--- src/rtl/counter_pkg.sv ---
// counter_pkg: shared types, default parameters and helpers for the
// parametrised up/down counter family (param_updown_counter).
package counter_pkg;

    // Default parameter values for new instances.
    localparam int DEF_WIDTH       = 4;
    localparam int DEF_STALL_LIMIT = 4;

    // Width of the generic clamp helper; large enough for any counter width in use.
    localparam int CLAMP_W = 32;

    // Boundary behaviour decoded from the sat_mode pin.
    typedef enum logic [0:0] {
        MODE_WRAP = 1'b0,
        MODE_SAT  = 1'b1
    } mode_e;

    // Limit a requested load value to the highest legal count.
    function automatic logic [CLAMP_W-1:0] clamp_load(
        input logic [CLAMP_W-1:0] val,
        input logic [CLAMP_W-1:0] max_val
    );
        logic [CLAMP_W-1:0] res;
        if (val > max_val) begin
            res = max_val;
        end else begin
            res = val;
        end
        return res;
    endfunction

endpackage

--- src/rtl/counter_checker.sv ---
// counter_checker: observation-only property set for param_updown_counter.
// Compiled only when COUNTER_SVA_EN is defined; all checks are disabled
// while rst is asserted.
`ifdef COUNTER_SVA_EN
module counter_checker
    import counter_pkg::*;
#(
    parameter int WIDTH   = DEF_WIDTH,
    parameter int MAX_VAL = (2 ** WIDTH) - 1
) (
    input logic             clk,
    input logic             rst,
    input logic             enable,
    input logic             load,
    input logic [WIDTH-1:0] load_val,
    input logic             up,
    input logic             sat_mode,
    input logic             clr_err,
    input logic [WIDTH-1:0] count_val,
    input logic             tc,
    input logic             wrap,
    input logic             stall,
    input logic             load_err
);

    localparam logic [WIDTH-1:0] MAX_C  = WIDTH'(MAX_VAL);
    localparam logic [WIDTH-1:0] ZERO_C = {WIDTH{1'b0}};

    logic [WIDTH-1:0] w_clamped;
    logic             w_step;
    logic             w_at_top;
    logic             w_at_bot;
    logic             w_wrap_cond;

    assign w_clamped   = WIDTH'(clamp_load(CLAMP_W'(load_val), CLAMP_W'(MAX_VAL)));
    assign w_step      = enable && !load;
    assign w_at_top    = (count_val == MAX_C);
    assign w_at_bot    = (count_val == ZERO_C);
    assign w_wrap_cond = w_step && !sat_mode && ((up && w_at_top) || (!up && w_at_bot));

    a_load_value: assert property (@(posedge clk) disable iff (rst)
        load |=> count_val == $past(w_clamped));

    a_load_prio_err: assert property (@(posedge clk) disable iff (rst)
        (load && enable) |=> load_err);

    a_step_up: assert property (@(posedge clk) disable iff (rst)
        (w_step && up && !w_at_top) |=> count_val == $past(count_val) + WIDTH'(1));

    a_step_down: assert property (@(posedge clk) disable iff (rst)
        (w_step && !up && !w_at_bot) |=> count_val == $past(count_val) - WIDTH'(1));

    a_top_wrap: assert property (@(posedge clk) disable iff (rst)
        (w_step && up && w_at_top && !sat_mode) |=> (count_val == ZERO_C) && wrap);

    a_top_sat: assert property (@(posedge clk) disable iff (rst)
        (w_step && up && w_at_top && sat_mode) |=> count_val == MAX_C);

    a_bot_wrap: assert property (@(posedge clk) disable iff (rst)
        (w_step && !up && w_at_bot && !sat_mode) |=> (count_val == MAX_C) && wrap);

    a_bot_sat: assert property (@(posedge clk) disable iff (rst)
        (w_step && !up && w_at_bot && sat_mode) |=> count_val == ZERO_C);

    a_range: assert property (@(posedge clk) disable iff (rst)
        count_val <= MAX_C);

    a_wrap_pulse: assert property (@(posedge clk) disable iff (rst)
        1'b1 |=> wrap == $past(w_wrap_cond));

    a_tc_decode: assert property (@(posedge clk) disable iff (rst)
        tc == (up ? w_at_top : w_at_bot));

    a_stall_at_bound: assert property (@(posedge clk) disable iff (rst)
        stall |-> (w_at_top || w_at_bot));

    a_err_clear: assert property (@(posedge clk) disable iff (rst)
        (clr_err && !load) |=> !load_err);

endmodule
`endif

--- src/rtl/param_updown_counter_stall.sv ---
// param_updown_counter_stall: counts consecutive cycles in which an
// enabled count was held at a saturation bound and flags a stall once the
// run reaches STALL_LIMIT. The run counter saturates so it never rolls over.
module param_updown_counter_stall #(
    parameter int STALL_LIMIT = 4
) (
    input  logic clk,
    input  logic rst,
    input  logic i_hold,
    output logic o_stall
);

    localparam int SW = $clog2(STALL_LIMIT + 1);
    localparam logic [SW-1:0] LIMIT_C = SW'(STALL_LIMIT);

    logic [SW-1:0] r_run;
    logic [SW-1:0] w_run_next;
    logic          r_stall;

    // Next run length: grow (saturating at the limit) while held, else restart.
    always_comb begin
        w_run_next = r_run;
        if (i_hold) begin
            if (r_run < LIMIT_C) begin
                w_run_next = r_run + SW'(1);
            end else begin
                w_run_next = r_run;
            end
        end else begin
            w_run_next = {SW{1'b0}};
        end
    end

    // Run-length register.
    always_ff @(posedge clk or posedge rst) begin
        if (rst) begin
            r_run <= {SW{1'b0}};
        end else begin
            r_run <= w_run_next;
        end
    end

    // Stall flag follows the run length on the same edge it reaches the limit.
    always_ff @(posedge clk or posedge rst) begin
        if (rst) begin
            r_stall <= 1'b0;
        end else begin
            r_stall <= (w_run_next >= LIMIT_C);
        end
    end

    assign o_stall = r_stall;

endmodule

--- src/rtl/param_updown_counter.sv ---
// param_updown_counter: loadable up/down counter with configurable width
// and modulus, wrap/saturate boundary handling, terminal-count and wrap
// indicators, a held-at-bound stall detector and a sticky protocol-error
// flag. Optional build macro: COUNTER_SVA_EN instantiates counter_checker.
module param_updown_counter
    import counter_pkg::*;
#(
    parameter int WIDTH       = DEF_WIDTH,
    parameter int MAX_VAL     = (2 ** WIDTH) - 1,
    parameter int STALL_LIMIT = DEF_STALL_LIMIT
) (
    input  logic             clk,
    input  logic             rst,
    input  logic             enable,
    input  logic             load,
    input  logic [WIDTH-1:0] load_val,
    input  logic             up,
    input  logic             sat_mode,
    input  logic             clr_err,
    output logic [WIDTH-1:0] count_val,
    output logic             tc,
    output logic             wrap,
    output logic             stall,
    output logic             load_err
);

    // Bounds are compared against MAX_VAL, not the natural 2**WIDTH rollover.
    localparam logic [WIDTH-1:0] MAX_C  = WIDTH'(MAX_VAL);
    localparam logic [WIDTH-1:0] ZERO_C = {WIDTH{1'b0}};

    logic [WIDTH-1:0] r_count;
    logic             r_wrap;
    logic             r_load_err;

    logic [WIDTH-1:0] w_load_clamped;
    logic [WIDTH-1:0] w_count_next;
    logic             w_wrap_next;
    logic             w_hold;
    logic             w_err_set;
    logic             w_at_top;
    logic             w_at_bot;
    logic             w_stall;
    mode_e            w_mode;

    assign w_load_clamped = WIDTH'(clamp_load(CLAMP_W'(load_val), CLAMP_W'(MAX_VAL)));
    assign w_at_top       = (r_count == MAX_C);
    assign w_at_bot       = (r_count == ZERO_C);

    // Decode the boundary mode pin into its enumerated meaning.
    always_comb begin
        if (sat_mode) begin
            w_mode = MODE_SAT;
        end else begin
            w_mode = MODE_WRAP;
        end
    end

    // Next count: load beats enable beats hold; bounds wrap or hold by mode.
    always_comb begin
        w_count_next = r_count;
        w_wrap_next  = 1'b0;
        w_hold       = 1'b0;
        if (load) begin
            w_count_next = w_load_clamped;
        end else if (enable) begin
            if (up) begin
                if (!w_at_top) begin
                    w_count_next = r_count + WIDTH'(1);
                end else begin
                    case (w_mode)
                        MODE_WRAP: begin
                            w_count_next = ZERO_C;
                            w_wrap_next  = 1'b1;
                        end
                        MODE_SAT: begin
                            w_count_next = r_count;
                            w_hold       = 1'b1;
                        end
                        default: begin
                            w_count_next = r_count;
                        end
                    endcase
                end
            end else begin
                if (!w_at_bot) begin
                    w_count_next = r_count - WIDTH'(1);
                end else begin
                    case (w_mode)
                        MODE_WRAP: begin
                            w_count_next = MAX_C;
                            w_wrap_next  = 1'b1;
                        end
                        MODE_SAT: begin
                            w_count_next = r_count;
                            w_hold       = 1'b1;
                        end
                        default: begin
                            w_count_next = r_count;
                        end
                    endcase
                end
            end
        end else begin
            w_count_next = r_count;
        end
    end

    // Protocol errors: simultaneous load+enable, or an out-of-range load value.
    always_comb begin
        if (load && (enable || (load_val > MAX_C))) begin
            w_err_set = 1'b1;
        end else begin
            w_err_set = 1'b0;
        end
    end

    // Count register.
    always_ff @(posedge clk or posedge rst) begin
        if (rst) begin
            r_count <= ZERO_C;
        end else begin
            r_count <= w_count_next;
        end
    end

    // Wrap pulse: high for the cycle following each wrapping edge.
    always_ff @(posedge clk or posedge rst) begin
        if (rst) begin
            r_wrap <= 1'b0;
        end else begin
            r_wrap <= w_wrap_next;
        end
    end

    // Sticky error flag; a new error in the same cycle overrides the clear.
    always_ff @(posedge clk or posedge rst) begin
        if (rst) begin
            r_load_err <= 1'b0;
        end else if (w_err_set) begin
            r_load_err <= 1'b1;
        end else if (clr_err) begin
            r_load_err <= 1'b0;
        end else begin
            r_load_err <= r_load_err;
        end
    end

    param_updown_counter_stall #(
        .STALL_LIMIT (STALL_LIMIT)
    ) u_stall (
        .clk     (clk),
        .rst     (rst),
        .i_hold  (w_hold),
        .o_stall (w_stall)
    );

`ifdef COUNTER_SVA_EN
    counter_checker #(
        .WIDTH   (WIDTH),
        .MAX_VAL (MAX_VAL)
    ) u_checker (
        .clk       (clk),
        .rst       (rst),
        .enable    (enable),
        .load      (load),
        .load_val  (load_val),
        .up        (up),
        .sat_mode  (sat_mode),
        .clr_err   (clr_err),
        .count_val (r_count),
        .tc        (tc),
        .wrap      (r_wrap),
        .stall     (w_stall),
        .load_err  (r_load_err)
    );
`endif

    // Terminal count is a plain decode of the registered count and direction.
    assign tc        = up ? w_at_top : w_at_bot;
    assign count_val = r_count;
    assign wrap      = r_wrap;
    assign stall     = w_stall;
    assign load_err  = r_load_err;

endmodule

--- config.mk ---
export PLATFORM = sky130hd
export DESIGN_NAME = param_updown_counter
export DESIGN_NICKNAME = d
export VERILOG_FILES = /design/src/rtl/counter_pkg.sv /design/src/rtl/counter_checker.sv /design/src/rtl/param_updown_counter_stall.sv /design/src/rtl/param_updown_counter.sv
export SDC_FILE = /design/constraint.sdc
export NUM_CORES = 1
export LEC_CHECK = 0
export ABC_CLOCK_PERIOD_IN_PS = 3450
export BUFFER_PORTS_ARGS = -buffer_cell sky130_fd_sc_hd__buf_2
export CAP_MARGIN = 20
export CORE_AREA = 2 2 41 43
export CTS_CLUSTER_SIZE = 14
export DETAILED_ROUTE_END_ITERATION = 8
export DIE_AREA = 0 0 43 45
export GPL_TIMING_DRIVEN = 0
export PLACE_DENSITY = 0.66
export SYNTH_ARGS = -nofsm -noshare
export SYNTH_HDL_FRONTEND = slang
export SYNTH_SLANG_ARGS = --single-unit
--- constraint.sdc ---
create_clock -name clk -period 3.45 [get_ports clk]
set_input_delay 0.345 -clock clk [delete_from_list [all_inputs] [get_ports clk]]
set_output_delay 0.345 -clock clk [all_outputs]
set_load 0.01 [all_outputs]
==> After elaboration in Yosys (flattened, before gate mapping) <==
Cells that the tools add are included.
{ "op_classes": {"addsub": 3, "magnitude_cmp": 3, "eq_ne": 3, "n_mux": 26, "reduce_logical": 6} }
{ "op_table": {"columns": ["cell", "count"], "rows": [
  ["$mux 4", 7],
  ["$mux 1", 17],
  ["$ne 4x4->1 const B", 2],
  ["$mux 3", 2],
  ["$add 4x1->4 const B", 1],
  ["$eq 4x4->1 const B", 1],
  ["$gt 4x4->1 const B", 1],
  ["$logic_not 4->1", 1],
  ["$reduce_bool 2->1", 2],
  ["$sub 4x1->4 const B", 1],
  ["$add 3x1->3 const B", 1],
  ["$ge 3x3->1 const B", 1],
  ["$lt 3x3->1 const B", 1],
  ["$reduce_and 3->1", 1],
  ["$logic_and 1x1->1", 1],
  ["$logic_or 1x1->1", 1]
]} }
{ "word_totals": {"regBits": 10, "inputBits": 11, "out_inout_bits": 8, "word_cells": 46} }

==> Longest topological paths before layout <==
Gate-level depths: netlist (run 1).
{ "depth": {"ltp_word": 8, "depth_mapped": 7, "ltp_nobuf": 7} }

==> Cells and area by module <==
Synthesis (run 1) repeated with hierarchy kept, for this count alone.
{ "unflattened": {"cells_unflattened": 64, "area_unflattened_um2": 626.9} }
{ "modules_own_cells": {"columns": ["module", "n_inst", "cells_each", "area_per_inst_um2", "seq_area_each_um2"], "rows": [
  ["param_updown_counter", 1, 54, 496.7, 150.1],
  ["param_updown_counter_stall", 1, 10, 130.1, 75.1]
]} }

==> Worst setup path after synthesis (run 1) <==
OpenSTA, ideal clock, no wires.
{ "synth_timing": {"kind": "reg2reg", "startpoint": "register r_count[0], in the netlist count_val[0]", "endpoint": "register r_count[3], in the netlist count_val[3]", "setup_time_ns": 0.137, "arrival_time_ns": 1.498, "required_ns": 3.313, "slack_ns": 1.815, "path_stages_with_launch": 8, "path_buffers": 0, "synth_period_minus_slack_ns": 1.635, "cell_sequence": "dfrtp_1 inv_1 ha_1 nand2b_4 o31ai_4 a21oi_2 o2111ai_1 o311ai_1"} }
{ "synth_between": {"elab_chain_cells": 5, "word_cells_on_any_way": 12, "classes_between": "2 x add/sub; 3 x eq/ne; 5 x mux; 2 x reduce/logical"} }
{ "synth_rtl": {"columns": ["item", "line", "source"], "rows": [
  ["from (decl)", "param_updown_counter.sv:31", "logic [WIDTH-1:0] r_count;"],
  ["from (signal assigned)", "param_updown_counter.sv:122", "r_count <= w_count_next;"],
  ["$sub 4x1->4 (tied with other cells)", "param_updown_counter.sv:86", "w_count_next = r_count - WIDTH'(1);"],
  ["$mux 4, on equally long branches", "param_updown_counter.sv:85, param_updown_counter.sv:67", null],
  ["$mux 4", "param_updown_counter.sv:66", "if (up) begin"],
  ["$mux 4", "param_updown_counter.sv:65", "end else if (enable) begin"],
  ["$mux 4", "param_updown_counter.sv:63", "if (load) begin"]
]} }
Parallel ways exist; a longest one is shown, timed or not. The select of a mux whose other input is x is not followed.
A chain may end at the register's enable or synchronous reset.

==> Worst setup path after layout (run 1) <==
{ "layout_timing": {"startpoint": "register r_count[0], in the netlist count_val[0]", "endpoint": "output port tc"} }
{ "layout_between": {"elab_chain_cells": 2, "word_cells_on_any_way": 3, "classes_between": "1 x eq/ne; 1 x mux; 1 x reduce/logical"} }
{ "layout_rtl": {"columns": ["item", "line", "source"], "rows": [
  ["$eq 4x4->1 or $logic_not 4->1 (tied branches)", "param_updown_counter.sv:46, param_updown_counter.sv:47", null],
  ["$mux 1 *", "param_updown_counter.sv:179", "assign tc = up ? w_at_top : w_at_bot;"],
  ["to (decl)", "param_updown_counter.sv:21", "output logic tc,"]
]} }
Mark *: on every way between the ends. The rest lies on a longest branch, timed or not.

==> reports/summary.txt, run 1 <==
Critical-path top delay cell: dfrtp_1
PD cells: 411 nW/um^2
Drt drc: 0
Core area: 1470 um^2
CP max FO: 8
Part of the cycle the worst path needs: 56.7%
CTS tree: built
Die Y: 45 um
Peak VDD IR: 0.177 mV
Vias per cell: 5.16
Final hold vios: 0
Largest family of logic cells by synthesized area: compound AO/OA/AOI/OAI gates
Share of cells above drive strength 1: 31.3%
Grt total ovfl: 0
H-tree depth: 1
HP Class: input port to asynchronous set/reset pin
Mapped cell area: 568 um^2
Drt first pass iters: 4
IO Port Bufs: 17
Largest area contributor in the netlist: dfrtp_1
Pre-CTS setup slack: 1.75 ns
# diodes: 0
Startpoint Class: register
Yosys reg bits: 9
RSZ-0062 raised after global routing: false
Routed vias: 495
DP HPWL: 867 um
Synthesis Warnings: 0
Compound-gate portion of the synthesized area: 26.0%
# IOs: 19
Leak Pwr: 0.348 nW
CTS clk-pin slew, worst paths: 0.06 ns
XOR/XNOR share of the synthesized area: 4.63%
Yosys top cell area share: 39.6%
Slew @ Worst Pin: 0.400 ns
Worst setup EP type: output pin
Primary FF master, synth: dfrtp_1
Area delta synth->final: 23.1%
CP Class: register to output pin
Antenna violations before repair: 0
Setup slack after layout: 1.49 ns
Worst path bufs/invs: 2
Avg Inst Size Synth: 9.63 um^2
Setup TNS: 0 ns
Max frequency: 511 MHz
Top cells by count, synth: 9 x dfrtp_1, 8 x inv_1, 6 x nand2_1
Ys async rst share: 100%
Die X: 43 um
Adder-cell share of the synthesized area: 6.61%
Largest net degree at the start of global routing: 11
Initial core utilization: 38.6%
Arr. time, crit path: 1.61 ns
Post-CTS setup buffers: 0
Sinks on Clock Net: 9
Setup-failing EPs final: 0
Overall die area: 1940 um^2
WHS: 0.0427 ns
Post-synth EDFFs: 0
Slew Limit Headroom: 73.3%
Cts hold-fix bufs: 0
Status: completed
Initial DRC Count: 10
CP delay by family, top: flip-flops
Tmin final: 1.96 ns
Post-synthesis mux area share: 3.52%
Top-count cell post-synth: dfrtp_1
Post-CTS sizing: 0
Max clock buf depth: 2
Number of global-route vias before repair: 450
Row count: 14
Root buffer cell: clkbuf_4
GP Congestion: 0.700
Final ANT Viol Nets: 0
Final nets: 95
First-pass GRT wire length: 2040 um
Cells after synthesis: 59
Post-Route WL: 1150 um
Register area share after synthesis: 39.6%
CP cell instances: inv_1 -> ha_1 -> nand2b_4 -> o31ai_4 -> buf_2
GRT Overall Usage: 14.3%
Worst skew pair latency: 0.26 ns
Worst endpoint required time: 3.11 ns
Layout Skew: 0.00262 ns
Slew Viols, Final: 0
CP max stage delay: 0.46 ns
Syn nets: 73
Simple-Gate Fraction of Synth Area: 12.8%
Synth cell types: 26
CTS Buf Count: 3
Max_cap viols: 0
Synth area leaders: dfrtp_1 40%, ha_1 6.6%, inv_1 5.3%
WL/cell: 12.0 um
==> path summary, 6_finish.rpt <==
kind | from | to | slack, ns | cells after the start
max reg2reg | count_val[0]$_DFFE_PP0P_ | count_val[1]$_DFFE_PP0P_ | 1.75 | 7
min in group clk | clr_err | load_err$_DFFE_PP0P_ | 0.28 | 2
max in group asynchronous | rst | load_err$_DFFE_PP0P_ | 3.15 | 2
min | rst | u_stall.r_run[2]$_DFF_PP0_ | 0.04 | 2
max | count_val[0]$_DFFE_PP0P_ | tc | 1.49 | 5
min reg2reg | load_err$_DFFE_PP0P_ | load_err$_DFFE_PP0P_ | 0.54 | 2
==> cell usage in the layout, fill, tap and decap left out, drive strengths merged, types with 2 or more instances in the layout <==
| cell type | instances |
|---|---|
| dfrtp | 9 |
| o2111ai | 2 |
| xnor2 | 2 |
| clkbuf | 6 |
| inv | 8 |
| a21oi | 3 |
| o311ai | 3 |
| buf | 17 |
| nand2 | 6 |
| o21ai | 4 |
| ha | 3 |
| nor2 | 4 |
| nand4 | 2 |
| mux2i | 2 |
==> cell families after synthesis <==
logic type      after synthesis
compound gates               18
simple gates                 14
buf+inv                      10
flops                         9
xor+xnor                      3
fa+ha+maj                     3
mux                           2
==> routing by layer <==
metal,routed length (um),vias to the layer above,GRT usage [%]
li1,-,258,-
met1,571,220,20.2
met2,500,17,20.9
met3,78,0,6.40
met4,0,0,1.82
met5,0,-,0
==> worst register-to-register path, delay by kind of cell (launching register included) <==
family | cells | cell delay [ns]
AO/OA/AOI/OAI | 3 | 0.42
adder cells (fa/ha/maj) | 1 | 0.25
buffers and inverters | 1 | 0.12
AND/OR/NAND/NOR | 1 | 0.10
flip-flops | 1 | 0.46
multiplexers | 1 | 0.22
==> per-stage QoR <==
step / cell area [um^2] / total power [W] / utilization, % / std cells
after floorplan: 568 / 0.000184 / - / 59
after detailed placement: 673 / 0.000210 / 45.7 / 92
after global placement: 673 / 0.000208 / 45.7 / 92
after global routing: 699 / 0.000310 / 47.5 / 96
after CTS: 699 / 0.000294 / 47.5 / 96
final: 699 / 0.000287 / 47.5 / 96
==> sequential cells by signal, summed over array words and instances, names as in the netlist <==
register / count
wrap: 1
u_stall.r_run: 3
load_err: 1
count_val: 4
==> power breakdown <==
part	total (W)	internal, W	switching (W)
registers	0.000125	0.000114	0.0000113
logic	0.0000824	0.0000366	0.0000458
clock network	0.0000800	0.0000445	0.0000355
total	0.000287	0.000195	0.0000926
==> cell type report <==
type                            instances  area [um^2]
Buffer                                  2         8.76
Clock buffer                            4         26.3
Fill cell                             157          772
Inverter                                8         30.0
Multi-Input combinational cell         40          304
Sequential cell                         9          225
Tap cell                               16         20.0
Timing Repair Buffer                   17         85.1
No activity file was read; power rests on OpenSTA's default activity.
==> inputs of run 2 (changes only) <==
--- a/config.mk
+++ b/config.mk
@@ -5,7 +5,7 @@
 export SDC_FILE = /design/constraint.sdc
 export NUM_CORES = 1
 export LEC_CHECK = 0
-export ABC_CLOCK_PERIOD_IN_PS = 3450
+export ABC_CLOCK_PERIOD_IN_PS = 1600
 export BUFFER_PORTS_ARGS = -buffer_cell sky130_fd_sc_hd__buf_2
 export CAP_MARGIN = 20
 export CORE_AREA = 2 2 41 43
@@ -13,7 +13,7 @@
 export DETAILED_ROUTE_END_ITERATION = 8
 export DIE_AREA = 0 0 43 45
 export GPL_TIMING_DRIVEN = 0
-export PLACE_DENSITY = 0.66
+export PLACE_DENSITY = 0.69
 export SYNTH_ARGS = -nofsm -noshare
 export SYNTH_HDL_FRONTEND = slang
 export SYNTH_SLANG_ARGS = --single-unit
==> constraint.sdc (replaced) <==
create_clock -name clk -period 1.6 [get_ports clk]
set_input_delay 0.16 -clock clk [delete_from_list [all_inputs] [get_ports clk]]
set_output_delay 0.16 -clock clk [all_outputs]
set_load 0.01 [all_outputs]
==> reports/summary.txt, run 2 (same netlist as run 1, synthesis figures left out) <==
Status: finished with violations
Failing checks: negative setup slack
Initial DRC Count: 22 (+12)
Vias per cell: 5.59 (+8.5%)
First-pass GRT wire length: 2150 um (+5.4%)
DP HPWL: 894 um (+3.1%)
Worst endpoint required time: 1.73 ns (-1.38 ns)
CP max stage delay: 0.47 ns (about the same)
Routed vias: 576 (+16%)
Area delta synth->final: 39.6%
Post-Route WL: 1430 um (+24%)
Max reg flops: 4 (unchanged)
Footprint of the multi-input gates: 337 um^2 (+11%)
CP Class: register to register
Max_cap viols: 0 (unchanged)
Worst path bufs/invs: 1 (-1)
Worst setup EP type: register
PD cells: 868 nW/um^2 (+110%)
Sinks on Clock Net: 9 (unchanged)
WL/cell: 13.8 um (+15%)
Tmin final: 1.65 ns
Most common cell after layout, fill and taps aside: buf_2
Arr. time, crit path: 1.79 ns (+0.18 ns)
Row count: 14 (unchanged)
WHS: 0.0962 ns (+0.0535 ns)
Pre-CTS setup slack: -0.0727 ns (-1.83 ns)
Layout filler cell count: 147 (-6.4%)
Worst skew pair latency: 0.26 ns (about the same)
CTS clk-pin slew, worst paths: 0.06 ns (about the same)
Slew Viols, Final: 0 (unchanged)
Startpoint Class: register
Max frequency: 604 MHz
Die X: 43 um (unchanged)
Setup-failing EPs final: 5 (+5)
Antenna violations before repair: 0 (unchanged)
Final nets: 102 (+7.4%)
Grt total ovfl: 0 (unchanged)
Part of the cycle the worst path needs: 103%
RSZ-0062 raised after global routing: true
Leak Pwr: 0.379 nW (+9.1%)
Critical-path top delay cell: dfrtp_2
Layout Skew: 0.00149 ns (-0.00113 ns)
# diodes: 0 (unchanged)
Worst R2R Start: count_val[1]$_DFFE_PP0P_
Reg with most FFs: count_val
HP Class: input port to register
Placement Cell Area: 688 um^2 (+2.2%)
Final core occ: 53.9% (+6.4 points)
Largest regs: count_val x4, u_stall.r_run x3
Commonest non-fill, non-tap cells in the layout: 17 x buf_2, 7 x dfrtp_1, 6 x inv_1, 6 x nand2_1, 5 x buf_4
Final ANT Viol Nets: 0 (unchanged)
Final Instance Area: 793 um^2 (+13%)
Setup slack after layout: -0.0548 ns (-1.55 ns)
# IOs: 19 (unchanged)
Peak VDD IR: 0.398 mV (+120%)
GRT Overall Usage: 15.3% (+1.0 points)
H-tree depth: 1 (unchanged)
FF+latch area: 228 um^2 (+1.1%)
CP cell instances: ha_4 -> nand4_1 -> o31ai_4 -> buf_6 -> a21oi_4 -> mux2i_1 -> o21ai_1
Final hold vios: 0 (unchanged)
Die Y: 45 um (unchanged)
Initial core utilization: 38.6% (unchanged)
CP max FO: 6 (-2)
Hold_sp: clr_err
IO Port Bufs: 17 (unchanged)
Overall die area: 1940 um^2 (unchanged)
Share of cells above drive strength 1: 42.5% (+11 points)
Max clock buf depth: 2 (unchanged)
CTS Buf Count: 3 (unchanged)
Crit path from: count_val[1]$_DFFE_PP0P_
Total power: 0.000688 W (+140%)
Root buffer cell: clkbuf_4
Slew Limit Headroom: 71.7% (-1.6 points)
CP delay by family, top: flip-flops
Core area: 1470 um^2 (unchanged)
Number of global-route vias before repair: 516 (+15%)
CTS tree: built
Largest net degree at the start of global routing: 11 (unchanged)
GP Congestion: 0.867 (+24%)
Drt first pass iters: 4 (unchanged)
Drt drc: 0 (unchanged)
Slew @ Worst Pin: 0.425 ns (+0.0243 ns)
==> run 2: cell types whose count changed in the layout (fill, tap and decap cells not counted), moves of 2 or more <==
| cell | delta |
|---|---|
| dfrtp_2 | +2 |
| inv_1 | -2 |
| inv_2 | +2 |
| dfrtp_1 | -2 |
| buf_4 | +5 |
| ha_1 | -2 |
| ha_4 | +2 |
==> run 2: per-layer routing <==
metal  global-route usage (%)  up-vias  part of all wire (%)
li1                         -      274                     -
met1                     17.5      261                    42
met2                     24.8       32                    47
met3                     5.60        9                   8.6
met4                     9.09        0                   2.1
met5                        0        -                     0
==> run 2: final cells by class <==
| type | instances | share of cell area, % |
|---|---|---|
| multi-input cells | 40 | 42.4 |
| flip-flops and latches | 9 | 28.7 |
| repair buffers | 24 | 18.1 |
| inverters | 8 | 3.79 |
| clock buffers | 4 | 3.31 |
| well taps | 16 | 2.52 |
| plain buffers | 2 | 1.10 |
==> run 2: what timing repair did <==
action                                  CTS  global route
hold endpoints to repair                  9             0
hold buffers                              1             0
endpoints found under the setup margin    4             5
resized for setup                         1             4
buffers inserted                          1             5
pin swaps                                 1             5
==> run 2: power breakdown <==
group,internal [W],switching [W],total (W)
logic,0.000116,0.000123,0.000239
clock network,0.0000962,0.0000803,0.000176
registers,0.000246,0.0000270,0.000273
==> run 2: path summary, 6_finish.rpt <==
kind	end	slack, ns	cells after the start
max	count_val[1]$_DFFE_PP0P_	-0.05	7
min	load_err$_DFFE_PP0P_	0.1	2
max reg2reg	count_val[1]$_DFFE_PP0P_	-0.05	7
min reg2reg	load_err$_DFFE_PP0P_	0.53	2
max in group asynchronous	count_val[1]$_DFFE_PP0P_	0.92	3
min in group asynchronous	count_val[3]$_DFFE_PP0P_	0.40	3
==> run 2: metrics by stage <==
stage	TNS [ns]	cells
2_1_floorplan	0	59
3_3_place_gp	-0.130	92
3_5_place_dp	-0.180	92
4_1_cts	-0.154	98
5_1_grt	-0.530	103
6_report	-0.179	103
==> run 2: worst reg2reg max path: stages, from the launching register on <==
cell     delay [ns]
dfrtp_2        0.47
ha_4           0.19
nand4_1        0.14
o31ai_4        0.10
buf_6          0.14
a21oi_4        0.22
mux2i_1        0.21
o21ai_1        0.07
==> inputs of run 3 (changes only) <==
--- a/config.mk
+++ b/config.mk
@@ -5,7 +5,7 @@
 export SDC_FILE = /design/constraint.sdc
 export NUM_CORES = 1
 export LEC_CHECK = 0
-export ABC_CLOCK_PERIOD_IN_PS = 1600
+export ABC_CLOCK_PERIOD_IN_PS = 1580
 export BUFFER_PORTS_ARGS = -buffer_cell sky130_fd_sc_hd__buf_2
 export CAP_MARGIN = 20
 export CORE_AREA = 2 2 41 43
@@ -13,7 +13,7 @@
 export DETAILED_ROUTE_END_ITERATION = 8
 export DIE_AREA = 0 0 43 45
 export GPL_TIMING_DRIVEN = 0
-export PLACE_DENSITY = 0.69
+export PLACE_DENSITY = 0.66
 export SYNTH_ARGS = -nofsm -noshare
 export SYNTH_HDL_FRONTEND = slang
 export SYNTH_SLANG_ARGS = --single-unit
==> constraint.sdc (replaced) <==
create_clock -name clk -period 1.58 [get_ports clk]
set_input_delay 0.158 -clock clk [delete_from_list [all_inputs] [get_ports clk]]
set_output_delay 0.158 -clock clk [all_outputs]
set_load 0.01 [all_outputs]
==> reports/summary.txt, run 3 (same netlist as run 1, synthesis figures left out) <==
Status: finished with violations
Failing checks: negative setup slack
DP HPWL: 922 um (+3.1%)
HP Class: input port to register
# diodes: 0 (unchanged)
RSZ-0062 raised after global routing: true
Max clock buf depth: 2 (unchanged)
Drt drc: 0 (unchanged)
Worst path bufs/invs: 1 (unchanged)
Root buffer cell: clkbuf_4
Slew Viols, Final: 0 (unchanged)
Initial core utilization: 38.6% (unchanged)
Reg with most FFs: count_val
Row count: 14 (unchanged)
Final core occ: 55.2% (+1.3 points)
Worst skew pair latency: 0.28 ns (+0.02 ns)
Initial DRC Count: 5 (-77%)
Slew Limit Headroom: 72.3% (+0.58 points)
Setup-failing EPs final: 5 (unchanged)
Post-Route WL: 1370 um (-3.6%)
CTS Buf Count: 3 (unchanged)
CP max FO: 5 (-1)
CP max stage delay: 0.45 ns (-0.02 ns)
# IOs: 19 (unchanged)
Die X: 43 um (unchanged)
Core area: 1470 um^2 (unchanged)
PD cells: 887 nW/um^2 (+2.3%)
Max_cap viols: 0 (unchanged)
Leak Pwr: 0.394 nW (+3.7%)
GP Congestion: 0.714 (-18%)
Pre-CTS setup slack: -0.0881 ns (-0.0154 ns)
WHS: 0.0790 ns (-0.0171 ns)
Largest regs: count_val x4, u_stall.r_run x3
CP cell instances: ha_4 -> nand4_1 -> o31ai_4 -> buf_4 -> a21oi_4 -> mux2i_1 -> o21ai_1
Setup slack after layout: -0.0853 ns (-0.0306 ns)
CTS clk-pin slew, worst paths: 0.07 ns (about the same)
Arr. time, crit path: 1.82 ns (+0.03 ns)
Final hold vios: 0 (unchanged)
GRT Overall Usage: 16.9% (+1.6 points)
Slew @ Worst Pin: 0.416 ns (-0.00870 ns)
Share of cells above drive strength 1: 44.4% (+1.9 points)
Vias per cell: 5.30 (-5.2%)
Critical-path top delay cell: dfrtp_2
Final ANT Viol Nets: 0 (unchanged)
Area delta synth->final: 43.0%
H-tree depth: 1 (unchanged)
Part of the cycle the worst path needs: 105% (+2.0 points)
CP delay by family, top: flip-flops
Tmin final: 1.67 ns (+0.0106 ns)
Worst setup EP type: register
Peak VDD IR: 0.423 mV (+6.3%)
Most common cell after layout, fill and taps aside: buf_2
WL/cell: 13.0 um (-6.4%)
Startpoint Class: register
Overall die area: 1940 um^2 (unchanged)
Worst endpoint required time: 1.73 ns (about the same)
Layout filler cell count: 144 (-2.0%)
Die Y: 45 um (unchanged)
Largest net degree at the start of global routing: 11 (unchanged)
CP Class: register to register
Antenna violations before repair: 0 (unchanged)
Commonest non-fill, non-tap cells in the layout: 17 x buf_2, 9 x buf_4, 7 x dfrtp_1
Number of global-route vias before repair: 558 (+8.1%)
Layout Skew: 0.00648 ns (+0.00499 ns)
Sinks on Clock Net: 9 (unchanged)
Max reg flops: 4 (unchanged)
First-pass GRT wire length: 2350 um (+9.4%)
IO Port Bufs: 17 (unchanged)
Grt total ovfl: 0 (unchanged)
Max frequency: 600 MHz (-0.63%)
Final nets: 105 (+2.9%)
Drt first pass iters: 4 (unchanged)
Routed vias: 562 (-2.4%)
CTS tree: built
[run 3: cell count changes in the layout (fill, tap and decap cells not counted), sizes merged]
cell	before	now
buf	23	26
[run 3: per-layer routing]
layer  global-route usage (%)  vias up  routed length (um)
li1                         -      277                   -
met1                     20.9      261                 633
met2                     26.4       19                 624
met3                     2.40        5                  70
met4                     13.9        0                  44
met5                        0        -                   0
[run 3: final cells by class]
class,instances,area (um^2),area share (%)
Buffer,2,8.76,1.08
Clock buffer,4,26.3,3.24
Inverter,8,30.0,3.70
Multi-Input combinational cell,40,337,41.4
Tap cell,16,20.0,2.47
Timing Repair Buffer,27,163,20.0
Sequential cell,9,228,28.0
[run 3: worst paths after layout]
path	depth (start not counted)	endpoint	slack, ns	startpoint
worst max-delay path	7	count_val[1]$_DFFE_PP0P_	-0.09	count_val[0]$_DFFE_PP0P_
worst min-delay path	2	load_err$_DFFE_PP0P_	0.08	clr_err
worst max register to register	7	count_val[1]$_DFFE_PP0P_	-0.09	count_val[0]$_DFFE_PP0P_
worst min register to register	2	load_err$_DFFE_PP0P_	0.53	load_err$_DFFE_PP0P_
max in group asynchronous	3	count_val[1]$_DFFE_PP0P_	0.93	rst
min in group asynchronous	3	count_val[3]$_DFFE_PP0P_	0.37	rst
[run 3: repair_timing]
action	in CTS	in global routing
endpoints found under the setup margin	5	5
hold endpoints to repair	9	0
pin swaps	2	2
buffers inserted	7	2
resized for setup	1	2
hold buffers	1	0
[run 3: metrics by stage]
| stage | cell area, um^2 | power, W | std cells | TNS, ns |
|---|---|---|---|---|
| after floorplan | 583 | 0.000415 | 59 | 0 |
| after CTS | 785 | 0.000707 | 104 | -0.0946 |
| after global routing | 812 | 0.000763 | 106 | -0.639 |
| after global placement | 688 | 0.000469 | 92 | -0.180 |
| final | 812 | 0.000721 | 106 | -0.212 |
| after detailed placement | 688 | 0.000477 | 92 | -0.160 |
[run 3: power breakdown]
part           switching [W]  total [W]  internal (W)
logic               0.000125   0.000253      0.000129
registers          0.0000246   0.000274      0.000249
clock network      0.0000953   0.000193     0.0000980
total               0.000245   0.000721      0.000476
